**src/rtl/masked_round_state_reg_pkg.sv**
```systemverilog
// Shared definitions for the masked round state register: FSM encoding,
// a constant-friendly ceil(log2) helper and the share-slice offset helper.
package masked_round_state_reg_pkg;

    typedef enum logic [0:0] {
        ST_IDLE = 1'b0,
        ST_RUN  = 1'b1
    } fsm_state_e;

    // ceil(log2(value)); returns 0 for value <= 1. Usable in parameter context.
    function automatic int unsigned clog2(input int unsigned value);
        int unsigned res;
        res = 32'd0;
        while ((64'd1 << res) < 64'(value)) begin
            res = res + 32'd1;
        end
        return res;
    endfunction

    // Lowest bit index of share idx inside a packed share bus.
    function automatic int unsigned share_lsb(input int unsigned idx, input int unsigned width);
        return idx * width;
    endfunction

endpackage

```
**src/rtl/masked_round_state_reg_share_reg_bank.sv**
```systemverilog
// One share of the cipher state: a WIDTH-bit register fed by a D0/D1 mux.
// Deliberately free of control logic so every share sees identical timing.
module share_reg_bank #(
    parameter int unsigned WIDTH = 64
) (
    input  logic             clk,
    input  logic             rst,
    input  logic             en,
    input  logic             sel,
    input  logic [WIDTH-1:0] d0,
    input  logic [WIDTH-1:0] d1,
    output logic [WIDTH-1:0] q
);

    logic [WIDTH-1:0] q_r;

    // State flop: clear on reset, otherwise load the selected source when enabled.
    always_ff @(posedge clk) begin
        if (rst) begin
            q_r <= '0;
        end else if (en) begin
            q_r <= sel ? d1 : d0;
        end else begin
            q_r <= q_r;
        end
    end

    assign q = q_r;

endmodule

```
**src/rtl/masked_round_state_reg.sv**
```systemverilog
// Share-aware cipher state register with round/stage sequencing. Loads the
// masked plaintext on start, then captures the round-function output every
// STAGES cycles for ROUNDS rounds and pulses done on the last capture.
module masked_round_state_reg
    import masked_round_state_reg_pkg::*;
#(
    parameter  int unsigned WIDTH  = 64,
    parameter  int unsigned SHARES = 2,
    parameter  int unsigned ROUNDS = 40,
    parameter  int unsigned STAGES = 4,
    localparam int unsigned RW     = clog2(ROUNDS + 32'd1),
    localparam int unsigned SW     = (STAGES > 32'd1) ? clog2(STAGES) : 32'd1
) (
    input  logic                     clk,
    input  logic                     rst,
    input  logic                     start,
    input  logic [WIDTH*SHARES-1:0]  D0,
    input  logic [WIDTH*SHARES-1:0]  D1,
    output logic [WIDTH*SHARES-1:0]  Q,
    output logic [RW-1:0]            round,
    output logic [SW-1:0]            stage,
    output logic                     busy,
    output logic                     done
);

    localparam logic [SW-1:0] LAST_STAGE = SW'(STAGES - 32'd1);
    localparam logic [RW-1:0] LAST_ROUND = RW'(ROUNDS - 32'd1);

    fsm_state_e    state_r, state_nx_s;
    logic [RW-1:0] round_r, round_nx_s;
    logic [SW-1:0] stage_r, stage_nx_s;
    logic          busy_r;
    logic          done_r, done_nx_s;
    logic          load_en_s;
    logic          load_sel_s;

    // Next-state logic: sequencing of load, stage counting and round capture.
    always_comb begin
        state_nx_s = state_r;
        round_nx_s = round_r;
        stage_nx_s = stage_r;
        done_nx_s  = 1'b0;
        load_en_s  = 1'b0;
        load_sel_s = 1'b0;
        case (state_r)
            ST_IDLE: begin
                if (start) begin
                    load_en_s  = 1'b1;
                    load_sel_s = 1'b0;
                    round_nx_s = '0;
                    stage_nx_s = '0;
                    state_nx_s = ST_RUN;
                end else begin
                    state_nx_s = ST_IDLE;
                end
            end
            ST_RUN: begin
                if (stage_r == LAST_STAGE) begin
                    load_en_s  = 1'b1;
                    load_sel_s = 1'b1;
                    stage_nx_s = '0;
                    round_nx_s = round_r + RW'(1);
                    if (round_r == LAST_ROUND) begin
                        done_nx_s  = 1'b1;
                        state_nx_s = ST_IDLE;
                    end else begin
                        state_nx_s = ST_RUN;
                    end
                end else begin
                    stage_nx_s = stage_r + SW'(1);
                end
            end
            default: begin
                state_nx_s = ST_IDLE;
            end
        endcase
    end

    // Control registers; reset abandons any run in progress.
    always_ff @(posedge clk) begin
        if (rst) begin
            state_r <= ST_IDLE;
            round_r <= '0;
            stage_r <= '0;
            busy_r  <= 1'b0;
            done_r  <= 1'b0;
        end else begin
            state_r <= state_nx_s;
            round_r <= round_nx_s;
            stage_r <= stage_nx_s;
            busy_r  <= (state_nx_s == ST_RUN);
            done_r  <= done_nx_s;
        end
    end

    // One bank per share; each slice only ever sees its own slice of D0/D1.
    for (genvar i = 0; i < SHARES; i++) begin : g_share
        share_reg_bank #(
            .WIDTH (WIDTH)
        ) u_bank (
            .clk (clk),
            .rst (rst),
            .en  (load_en_s),
            .sel (load_sel_s),
            .d0  (D0[share_lsb(i, WIDTH) +: WIDTH]),
            .d1  (D1[share_lsb(i, WIDTH) +: WIDTH]),
            .q   (Q[share_lsb(i, WIDTH) +: WIDTH])
        );
    end

    assign round = round_r;
    assign stage = stage_r;
    assign busy  = busy_r;
    assign done  = done_r;

endmodule

```
**config.mk**
```make
export PLATFORM = sky130hd
export DESIGN_NAME = masked_round_state_reg
export DESIGN_NICKNAME = d
export VERILOG_FILES = /design/src/rtl/masked_round_state_reg_pkg.sv /design/src/rtl/masked_round_state_reg_share_reg_bank.sv /design/src/rtl/masked_round_state_reg.sv
export SDC_FILE = /design/constraint.sdc
export NUM_CORES = 1
export LEC_CHECK = 0
export ABC_CLOCK_PERIOD_IN_PS = 4400
export CAP_MARGIN = 20
export CORE_AREA = 2 2 156 158
export DETAILED_ROUTE_END_ITERATION = 8
export DIE_AREA = 0 0 158 160
export GPL_TIMING_DRIVEN = 0
export PLACE_DENSITY = 0.56
export SYNTH_ARGS = -nofsm -noshare
export SYNTH_HDL_FRONTEND = slang
export SYNTH_SLANG_ARGS = --single-unit
```
**constraint.sdc**
```tcl
create_clock -name clk -period 4.4 [get_ports clk]
set_clock_uncertainty 0.15 [all_clocks]
set_input_delay 0.44 -clock clk [delete_from_list [all_inputs] [get_ports clk]]
set_output_delay 0.44 -clock clk [all_outputs]
set_load 0.005 [all_outputs]
```
== Word level (Yosys, flattened, before mapping) ==
Index checks and enable logic that the tools add are counted.

* Register bits after elaboration: 138
* Input bits: 259
* Output and inout port bits: 138
* Word-level logic and storage cells: 32

* Add/subtract/negate cells: 2
* Equal/unequal tests: 4
* Mux-type cells: 16
* Bitwise logic cells: 2
* Reductions and logical operators: 2

{| class="wikitable"
|+ Operators by type and width
! cell !! number
|-
| $mux 64 || 2
|-
| $mux 6 || 2
|-
| $pmux 6 s2 || 1
|-
| $add 6x1->6 const B || 1
|-
| $eq 6x6->1 const B || 1
|-
| $pmux 1 s2 || 3
|-
| $mux 1 || 5
|-
| $mux 2 || 2
|-
| $pmux 2 s2 || 1
|-
| $reduce_or 3->1 || 1
|-
| $add 2x1->2 const B || 1
|-
| $eq 2x2->1 const B || 1
|-
| $ne 2x1->1 const B || 1
|-
| $ne 2x2->1 const B || 1
|-
| $not 1->1 || 2
|-
| $reduce_and 2->1 || 1
|}

== Longest topological paths before layout ==
* Depth after elaboration: 4
* Mapped depth: 7
* Depth with buffers taken out: 4

== By module ==
Synthesis repeated with hierarchy kept, for this count alone.

* Cells, all modules: 621
* Area total of the unflattened synthesis: 6160.9 µm²

{| class="wikitable"
|+ By module, submodules not included
! module !! times used !! cells each !! area an instance (µm²) !! sequential area each (µm²)
|-
| share_reg_bank || 2 || 284 || 2832.7 || 1281.2
|-
| masked_round_state_reg || 1 || 53 || 495.5 || 200.2
|}

== Least setup slack after synthesis ==
No wires, ideal clock.

* Kind: reg-to-reg
* Start: register stage_r[0] (netlist: stage[0])
* End: register g_share[0].u_bank.q_r[45]
* Setup time: 88 ps
* Data arrival time: 1313 ps
* Data required time: 4162 ps
* Slack: 2848 ps
* Stages on the path, launching flop included: 8
* Buffers on the path: 3
* Clock period less this slack: 1552 ps
* Path through: dfxtp_1 -> ha_1 -> and2_1 -> buf_6 -> buf_6 -> buf_6 -> nand2_1 -> a311oi_2

* Longest elaborated chain between the ends: 4
* Elaborated cells between the ends (all ways): 5
* Classes of those cells: 1 x eq/ne; 4 x mux

{| class="wikitable"
|+ RTL lines
! item !! RTL line !! source
|-
| start: declaration || masked_round_state_reg.sv:31 || <nowiki>logic [SW-1:0] stage_r, stage_nx_s;</nowiki>
|-
| start signal: assignment || masked_round_state_reg.sv:90 || <nowiki>stage_r <= stage_nx_s;</nowiki>
|-
| $eq 2x2->1 * || masked_round_state_reg.sv:58 || <nowiki>if (stage_r == LAST_STAGE) begin</nowiki>
|-
| $mux 1 * || masked_round_state_reg.sv:58 ||
|-
| $pmux 1 s2 || masked_round_state_reg.sv:45 || <nowiki>case (state_r)</nowiki>
|-
| $mux 64 || masked_round_state_reg_share_reg_bank.sv:22 || <nowiki>q_r <= sel ? d1 : d0;</nowiki>
|-
| end signal: assignment || masked_round_state_reg_share_reg_bank.sv:22 ||
|-
| end signal: assignment || masked_round_state_reg_share_reg_bank.sv:24 || <nowiki>q_r <= q_r;</nowiki>
|-
| end: declaration || masked_round_state_reg_share_reg_bank.sv:15 || <nowiki>logic [WIDTH-1:0] q_r;</nowiki>
|}

Every way passes the cells marked *; elsewhere a longest branch is shown, timed or not.
A chain may end at the register's enable or synchronous reset.

== Final worst setup path ==
* Start: register round_r[2] (netlist: round[2])
* End: output round[2]

{| class="wikitable"
|+ RTL lines
! item !! RTL line !! source
|-
| start: declaration || masked_round_state_reg.sv:30 || <nowiki>logic [RW-1:0] round_r, round_nx_s;</nowiki>
|-
| start signal: assignment || masked_round_state_reg.sv:89 || <nowiki>round_r <= round_nx_s;</nowiki>
|-
| end: declaration || masked_round_state_reg.sv:20 || <nowiki>output logic [RW-1:0] round,</nowiki>
|}

No word-level cell between the ends.

==> results.txt <==
The flow ran to the end, and the final reports show no timing, DRC or antenna violations. The number of port buffers is 395, and the cell-internal power is 2.753 mW. Global routing used 21.60% of the available tracks. The buffer and inverter count on the worst path is 1. The first global-routing pass estimated 41.84 mm of wire.

Buffers inserted to repair hold after CTS numbered 0. The worst path needs 2003 ps of the cycle, external delays included. The signal on the critical path passes through clkdlybuf4s50_1. In this run the horizontal extent of the chip is 158 um. Number of antenna violations at the first check in global routing: 1. At the end of routability-driven placement, the weighted congestion stood at 0.8146. Summing the areas of all fa, ha and maj instances in the mapped netlist gives 0.4167% of the synthesized area.

Summing every instance area after synthesis gives 6006 sq um. The number of max-cap violations was 0. Timing analysis after detailed placement gives a worst setup slack of 2213 ps. The number of resized instances in the post-cts repair step is 0. The tools report the total of fill cells in the finished design as 2,434.

The root buffer cell chosen for the clock tree is clkbuf_16. The worst pin sits at a relative slew slack of 47.14%. Net switching is 24.25% of the power.

The initialized floorplan defines 57 standard-cell rows. Dividing total power by cell area gives a power density of 330.7 nW/um^2. The H-tree level count was 4; the via count of the first global-routing pass was 7,089. The required time of the worst setup path was 3810 ps.

For the total via count after detailed routing, the log shows 7,050. Classification of the worst setup path: flip-flop to primary output. After clock tree synthesis, the setup repair step added 0 buffers. In the routed design, unresolved DRC markers number 0. For this design the static power due to leakage is 3.941 nW. After Yosys synthesis, XOR and XNOR cells account for 0% of the synthesized area. The run gives 415 as the count of routing violations after the opening detailed-route iteration. The die covers 25,280 sq um.

The vertical die dimension was 160 um; the sink count of the clock tree was 138. The delay of the slowest cell on the worst path is 550 ps, and the sequential area share after synthesis is 46.00%. The run gives 0 as the count of final setup violators. The post-route netlist has 7.986% of its cells at a drive strength greater than 1. The worst setup path is launched from a flip-flop. Compared with the post-synthesis result, the final layout area differs by 82.96%. The type of element capturing the critical path is a primary output. The via-per-instance ratio was 4.694. The share of the clock period used by the worst path works out to 45.53%. For the clock power share, the log shows 42.4%. The tools report the maximum frequency from static timing analysis as 499.1 MHz. For this configuration, the core starts out at a cell density of 25.21%.

For the final count of pins violating max slew, the log shows 0. Summed over all nets, the switching power comes to 0.8811 mW. After clock tree synthesis, the clock-pin slew on the worst setup and hold paths is 60 ps.

By area, the combinational part of the netlist is dominated by simple AND/OR/NAND/NOR gates. Entering global routing, the biggest net connects 17 pins. Summing the areas of all compound-gate instances in the mapped netlist gives 20.46% of the synthesized area.

When the netlist entered floorplanning its net count stood at 1,011. After technology mapping, the gate count stands at 750. The aggregate routed wire length is 27.77 mm. The class of the tightest hold or removal check was flip-flop to flip-flop.

The placeable core region was 23,820 sq um; the first-pass iteration count of the detailed router was 5. The net count of the finished layout was 1,425. Yosys printed 0 warnings. The tools report the count of endpoints failing hold in the final timing report as 0. The design draws 3.634 mW. In the final timing run, aggregate negative setup slack is 0 ps. Detailed placement finished with a half-perimeter wire length of 21.20 mm. For the pin with the worst max-slew slack, the measured transition is 792.9 ps. Cells fill 46.13% of the core in the end.

The run gives 2397 ps as the post-layout worst setup margin. The number of nets still failing antenna checks after routing is 0, and the largest driver fanout on the critical path is 6. Of the total synthesized cell area, the portion taken by AND, OR, NAND and NOR gates is 25.75%. TritonCTS created 17 clock buffers.

Registers are responsible for 38.4% of the overall power. The multiplexer fraction of the synthesized cell area came out at 0.5417%. The synthesized area per cell came out at 8.008 sq um. Category of cells accounting for the largest share of critical-path delay: buffers and inverters. The run gives 1410 ps as the data arrival time at the worst-slack endpoint.

In the final routed layout, each cell accounts on average for 18.49 um. The top-level port count came out at 397. TritonCTS built the clock tree. The slowest stage of the critical path is the clkdlybuf4s50_1 cell.

Setup repair after global routing left no endpoint under its margin. The total congestion overflow was 0; the clock latency on the worst-skew pair was 420 ps. The register bit total from synthesis was 138; the proportion of power drawn by combinational gates was 19.2%.

The number of distinct library cells after synthesis was 31. VDD sags by at most 0.0001811 V. The clock passes through at most 2 buffers.
[final timing paths]
kind	slack [ps]	from	end	cells past startpoint
hold / removal	330	g_share[0].u_bank.q[14]	g_share[0].u_bank.q[14]	2
hold reg to reg	330	g_share[0].u_bank.q[14]	g_share[0].u_bank.q[14]	2
setup reg to reg	2500	stage[0]	g_share[0].u_bank.q[37]	6
setup / recovery	2400	round[2]	round[2]	1
[final cells by class]
class / count / area (sq um) / share of cell area [%]
timing repair buffer: 395 / 3954 / 35.98
multi-input combinational: 540 / 2833 / 25.78
sequential: 138 / 2763 / 25.14
clock buffer: 21 / 450.4 / 4.099
buffer: 72 / 410.4 / 3.735
tap: 324 / 405.4 / 3.689
clock inverter: 11 / 170.2 / 1.549
antenna: 1 / 2.502 / 0.02277
[through the flow]
| step | hold slack (ps) | cells | area (sq um) |
|---|---|---|---|
| floorplan | 324.7 | 750 | 6006 |
| global placement | 317.3 | 1469 | 10360 |
| detailed placement | 319.8 | 1469 | 10360 |
| CTS | 332.2 | 1501 | 10990 |
| global route | 350.0 | 1502 | 10990 |
| finish | 330.3 | 1502 | 10990 |
[layer usage]
layer | GRT usage [%] | wire length, um | part of all wire (%) | up-vias
met5 | 0 | 0 | 0 | -
met2 | 35.89 | 13330 | 48 | 267
met3 | 5.645 | 1964 | 7.1 | 34
li1 | - | - | - | 3462
met1 | 27.16 | 11810 | 43 | 3287
met4 | 6.962 | 661 | 2.4 | 0
[layout by cell type (no fill, tap or decap), types with 2 or more instances in the layout]
cell	instances
clkbuf_1	24
a311oi_2	12
nand3_1	5
nor2_1	132
ha_1	2
mux2_2	2
nor3_1	13
nand2_1	238
buf_2	34
or3_1	2
a311oi_1	106
clkinv_4	4
bufinv_16	4
clkbuf_16	17
a21oi_1	4
buf_4	6
dfxtp_1	138
buf_6	10
clkinv_2	3
o22ai_1	10
clkdlybuf4s50_1	395
[cells in the mapped netlist]
library cell	number	share of area [%]
buf_6	10	1.9
a311oi_2	12	3.0
dfxtp_1	138	46
a211oi_1	1	0.13
and2_1	1	0.10
buf_4	6	0.75
clkbuf_1	21	1.3
o211a_1	1	0.17
or3_1	2	0.21
nor3b_1	1	0.13
nand2_2	1	0.10
nand2b_1	1	0.10
ha_1	2	0.42
nand2_1	238	15
a311oi_1	106	15
mux2_2	2	0.37
nor2_1	132	8.3
nor4_1	1	0.10
o21ai_0	1	0.083
nor2b_1	1	0.10
a31oi_1	1	0.10
buf_2	34	2.8
nand3_1	5	0.42
mux2i_1	1	0.17
buf_1	1	0.062
o22ai_1	10	1.0
nand4b_1	1	0.15
nor3_1	13	1.1
o311ai_0	1	0.15
or4_1	1	0.13
a21oi_1	4	0.33
[state kept, by name, summed over array words and instances, names as in the netlist]
| name | count |
|---|---|
| done | 1 |
| round | 6 |
| g_share.u_bank.q | 128 |
| busy | 1 |
| stage | 2 |
[power groups by stage]
stage	clock network, mW	registers (mW)	logic (mW)
floorplan	0	1.43	0.196
global placement	0	1.42	0.701
detailed placement	0	1.42	0.700
CTS	1.57	1.40	0.705
global route	1.63	1.41	0.752
finish	1.54	1.40	0.699
[cells by family (layout without fill, tap and decap cells)]
family                     Yosys count  after routing
AOI/OAI and AO/OA                  137            137
adders and majority gates            2              2
buffers and inverters               72            499
DFF                                138            138
muxes                                3              3
other                                0              1
and+or+nand+nor                    398            398
Note: power is estimated with default switching activity, not from simulation.
